<file path="config.mk">
export PLATFORM = sky130hd
export DESIGN_NAME = cbu_timer_ctrl
export DESIGN_NICKNAME = d
export VERILOG_FILES = /design/src/rtl/cbu_timer_ctrl.sv
export SDC_FILE = /design/constraint.sdc
export NUM_CORES = 1
export LEC_CHECK = 0
export ABC_CLOCK_PERIOD_IN_PS = 2600
export BUFFER_PORTS_ARGS = -buffer_cell sky130_fd_sc_hd__buf_2
export CAP_MARGIN = 5
export CORE_MARGIN = 3
export CORE_UTILIZATION = 40
export DETAILED_ROUTE_END_ITERATION = 10
export GPL_TIMING_DRIVEN = 1
export HOLD_SLACK_MARGIN = 0.12
export SYNTH_ARGS = -nofsm -noshare
export SYNTH_HDL_FRONTEND = slang
export SYNTH_SLANG_ARGS = --single-unit
</file>
<file path="constraint.sdc">
create_clock -name CLK -period 2.6 [get_ports CLK]
set_input_delay 0.52 -clock CLK [delete_from_list [all_inputs] [get_ports CLK]]
set_output_delay 0.52 -clock CLK [all_outputs]
set_load 0.005 [all_outputs]
</file>
<file path="src/rtl/cbu_timer_ctrl.sv">
// cbu_timer_ctrl -- cascadable up-counting timer controller.
// Counts from a loaded value up to all ones in 4-bit slices, then either reloads
// (periodic) or parks in DONE (one-shot). CAI/CAO allow chaining controllers.
// Optional feature: define CBU_TIMER_PRESCALE_EN to add a PRESCALE input and a
// 4-bit strobe divider that runs only in RUN.
module cbu_timer_ctrl #(
    parameter int NIBBLES = 4
) (
    input  logic                   CLK,
    input  logic                   RST,
    input  logic                   START,
    input  logic                   STOP,
    input  logic                   MODE,
    input  logic [4*NIBBLES-1:0]   LOAD_VAL,
`ifdef CBU_TIMER_PRESCALE_EN
    input  logic [3:0]             PRESCALE,
`endif
    input  logic                   CAI,
    output logic [4*NIBBLES-1:0]   COUNT,
    output logic                   BUSY,
    output logic                   DONE,
    output logic                   TICK,
    output logic                   CAO
);

    localparam int W = 4 * NIBBLES;

    typedef enum logic [1:0] {
        S_IDLE = 2'b00,
        S_RUN  = 2'b01,
        S_DONE = 2'b10
    } state_t;

    state_t         state;
    logic [W-1:0]   count_q;
    logic [W-1:0]   reload_q;
    logic           mode_q;
    logic           tick_q;
    logic           busy_q;
    logic           done_q;
    logic           stb;
    logic           tc;

    // Ripple a +1 through the 4-bit slices so each slice sees the carry of the one below.
    function automatic logic [W-1:0] inc_slices(input logic [W-1:0] v);
        logic [W-1:0] r;
        logic         c;
        logic [4:0]   s;
        r = '0;
        c = 1'b1;
        for (int n = 0; n < NIBBLES; n++) begin
            s              = {1'b0, v[4*n +: 4]} + {4'b0000, c};
            r[4*n +: 4]    = s[3:0];
            c              = s[4];
        end
        return r;
    endfunction

`ifdef CBU_TIMER_PRESCALE_EN
    logic [3:0] prescale_q;
    logic [3:0] div_q;

    // Strobe divider: advances on CAI in RUN, wraps at PRESCALE, cleared by START/STOP.
    always_ff @(posedge CLK) begin
        if (RST) begin
            div_q      <= 4'd0;
            prescale_q <= 4'd0;
        end else begin
            if (STOP || START)
                div_q <= 4'd0;
            else if (state == S_RUN && CAI)
                div_q <= (div_q == prescale_q) ? 4'd0 : div_q + 4'd1;
            if (START && !STOP)
                prescale_q <= PRESCALE;
        end
    end

    assign stb = CAI && (div_q == prescale_q);
`else
    assign stb = CAI;
`endif

    assign tc    = (state == S_RUN) && stb && (count_q == {W{1'b1}});
    assign CAO   = tc;
    assign COUNT = count_q;
    assign BUSY  = busy_q;
    assign DONE  = done_q;
    assign TICK  = tick_q;

    // Control FSM with counter datapath; STOP beats START beats terminal count.
    always_ff @(posedge CLK) begin
        if (RST) begin
            state    <= S_IDLE;
            count_q  <= '0;
            reload_q <= '0;
            mode_q   <= 1'b0;
            tick_q   <= 1'b0;
            busy_q   <= 1'b0;
            done_q   <= 1'b0;
        end else begin
            tick_q <= 1'b0;
            case (state)
                S_IDLE, S_RUN, S_DONE: begin
                    if (STOP) begin
                        state  <= S_IDLE;
                        busy_q <= 1'b0;
                        done_q <= 1'b0;
                    end else if (START) begin
                        count_q  <= LOAD_VAL;
                        reload_q <= LOAD_VAL;
                        mode_q   <= MODE;
                        state    <= S_RUN;
                        busy_q   <= 1'b1;
                        done_q   <= 1'b0;
                    end else if (state == S_RUN) begin
                        if (tc) begin
                            tick_q <= 1'b1;
                            if (mode_q) begin
                                count_q <= reload_q;
                            end else begin
                                state  <= S_DONE;
                                busy_q <= 1'b0;
                                done_q <= 1'b1;
                            end
                        end else if (stb) begin
                            count_q <= inc_slices(count_q);
                        end
                    end
                end
                default: begin
                    state  <= S_IDLE;
                    busy_q <= 1'b0;
                    done_q <= 1'b0;
                end
            endcase
        end
    end

endmodule

</file>
==> reports/metrics.yaml <==
outcome: "completed"
finalCritPeriodShare_pct: 96.8
startpoint_type: "flip-flop"
worst_slew_pin_slew_ns: 0.756
path_clk_slew_ns: 0.08
cp_slowest_cell: "dfxtp_2"
critPathKind: "flip-flop to flip-flop"
report.final.hold_viol_count: 0
min_period_ns: 2.52
worstPathRequired_ns: 2.82
p_int_mw: 0.889
fin_util_pct: 53.4
ios: 42
numCtsBuffers: 5
fmax_mhz: 397
ir_drop_mv: 0.249
powerDensity_nw_per_um2: 486
cp_common_cell: "ha_4"
cts_tree: "done"
power_mw: 1.24
pwr-share-comb_pct: 16.4
drt_iter0_markers: 120
clkPwrFrac_pct: 34.2
crit_path_cell_trace: "ha_4, nand3_2, inv_2, ha_4, ha_4, and3_4, ha_4, ha_4, and3_4, ha_4, ha_2, xnor2_1, o21ai_1, o211ai_1, a211oi_2"
track_usage_pct: 19.7
cp_top_family: "adder cells"
cts_sinks: 36
cts_max_level: 2
hold_buffers: 0
row_count: 25
grtUsageMet1_pct: 25.2
synth_top_area_share_pct: 36.0
seq_area_frac_synth_pct: 36.0
routed_wirelength_mm: 5.71
p_leak_nw: 1.05
maxSlewViolCount: 0
antenna_found_initial: 0
maxCapViolations: 0
antenna_left: 0
antenna_cells: 0
synth_fp_nets: 260
setup_viol: 0
grt_pass1_vias: 1849
dp_slack_ns: -0.0476
hp-class: "flip-flop to flip-flop"
p_sw_mw: 0.353
syn_area_um2: 2000
synth_area_leader_cell: "dfxtp_1"
cp_max_fo: 2
core_um2: 4790
busiest_layer: "met2"
crit_path_end_kind: "flip-flop"
postLayoutSetupSlackWorst_ns: 0.0823
switching_share_pct: 28.4
die_w_um: 76.7
routabilityCongestion: 0.764
dr_total_vias: 1929
yosys_warnings: 0
wire_per_inst_um: 16.2
grt_use_met3_pct: 3.99
grt_pass1_wl_mm: 9.14
grt_max_degree: 37
clockBufferDepth: 2
ys_seq_elements: 36
final_common_cell: "buf_2"
slew_headroom_pct: 49.6
route.detailed.drc: 0
max_stage_delay_ns: 0.34
skew_ns: 0.00536
drive_gt1_share_pct: 38.5
dp_hpwl_mm: 3.82
grt_util_met2_pct: 32.1
overflow: 0
die_height_um: 76.7
syn_to_final_growth_pct: 27.7
root_buffer: "clkbuf_8"
layout.nets: 314
detail_route.vias_per_cell: 5.46
synth_cell_types: 43
syn-instance-count: 231
start_util_pct: 41.8
seqPwrFrac_pct: 49.4
crit_arrival_ns: 2.74
first_pass_iters: 4
dieArea_um2: 5890
port-buffer-count: 41
synth_area_per_cell_um2: 8.67
layout_common_cells: "41 x buf_2, 39 x nand2_1, 35 x a21oi_1"
critPathBufInv: 1
clock_latency_ns: 0.29
synthTopCellsByArea: "dfxtp_1 36%, a21oi_1 8.8%, nand2_1 7.3%, o41ai_2 5.7%, ha_1 4.4%"
[state kept, by name, indices dropped and copies added (netlist names)]
name	flops
BUSY	1
COUNT	16
TICK	1
mode_q	1
reload_q	16
state	1
[path summary, 6_finish.rpt]
check	startpoint	to	slack [ns]	depth (start not counted)
max	COUNT[1]$_SDFFE_PP0P_	COUNT[14]$_SDFFE_PP0P_	0.08	15
min	reload_q[2]$_SDFFE_PP0P_	reload_q[2]$_SDFFE_PP0P_	0.46	2
max reg2reg	COUNT[1]$_SDFFE_PP0P_	COUNT[14]$_SDFFE_PP0P_	0.08	15
min reg2reg	reload_q[2]$_SDFFE_PP0P_	reload_q[2]$_SDFFE_PP0P_	0.46	2
[Yosys cell counts, drive strengths merged]
| library cell | n |
|---|---|
| a21oi | 36 |
| clkinv | 1 |
| a311o | 2 |
| buf | 6 |
| nand2b | 1 |
| nand4 | 3 |
| xnor2 | 3 |
| nor3b | 1 |
| o41ai | 7 |
| nor4 | 2 |
| nand3b | 8 |
| nand3 | 5 |
| a21o | 1 |
| and3 | 2 |
| o2bb2ai | 1 |
| nor2b | 2 |
| a2bb2oi | 1 |
| or4 | 1 |
| ha | 7 |
| a211oi | 8 |
| nand2 | 40 |
| inv | 4 |
| and2 | 1 |
| a31o | 7 |
| o31ai | 1 |
| dfxtp | 36 |
| o21ai | 8 |
| clkbuf | 8 |
| o211ai | 8 |
| xor2 | 5 |
| nor2 | 15 |
[power by group through the flow]
stage | Combinational, mW | Sequential, mW | Clock [mW]
after floorplan | 0.119 | 0.622 | 0
after global placement | 0.200 | 0.623 | 0
after detailed placement | 0.202 | 0.623 | 0
after CTS | 0.203 | 0.611 | 0.433
after global routing | 0.228 | 0.618 | 0.463
final | 0.204 | 0.614 | 0.425
[cells by family (layout without fill, tap and decap cells)]
group,count (synthesis),in the layout,synth area share (%)
simple gates,81,81,21.4
compound gates,80,80,30.3
flops,36,36,36.0
buf+inv,19,74,4.44
xor+xnor,8,8,3.50
fa+ha+maj,7,7,4.37
[layout make-up]
type,instances,area [um^2]
Timing Repair Buffer,61,355
Multi-Input combinational cell,176,1280
Sequential cell,36,723
Clock buffer,8,90.1
Inverter,5,18.8
Fill cell,488,2230
Tap cell,67,83.8
[per-layer routing]
metal,vias up,routed length (um)
met5,-,0
met4,0,89
met3,8,267
met2,46,2770
met1,918,2580
li1,957,-
[worst register-to-register path: cells and delay by family (launching register included)]
kind            cells  cell delay (ns)
compound gates      3             0.38
flops               1             0.34
simple gates        3             0.44
xor+xnor            1             0.12
buf+inv             1             0.05
fa+ha+maj           7             1.11
[per-stage QoR]
| stage | area (um^2) | std cells | hold WS, ns | TNS [ns] |
|---|---|---|---|---|
| after floorplan | 2020 | 231 | 0.436 | 0 |
| after global placement | 2380 | 344 | 0.445 | -0.00190 |
| after detailed placement | 2380 | 344 | 0.451 | -0.0476 |
| after CTS | 2490 | 352 | 0.458 | 0 |
| after global routing | 2560 | 353 | 0.482 | -0.0235 |
| final | 2560 | 353 | 0.462 | 0 |
[timing repair]
action | CTS | global route
buffers inserted | 0 | 1
resized for setup | 5 | 8
endpoints found under the setup margin | 2 | 3
pin swaps | 1 | 4
Note: power is estimated with default switching activity, not from simulation.
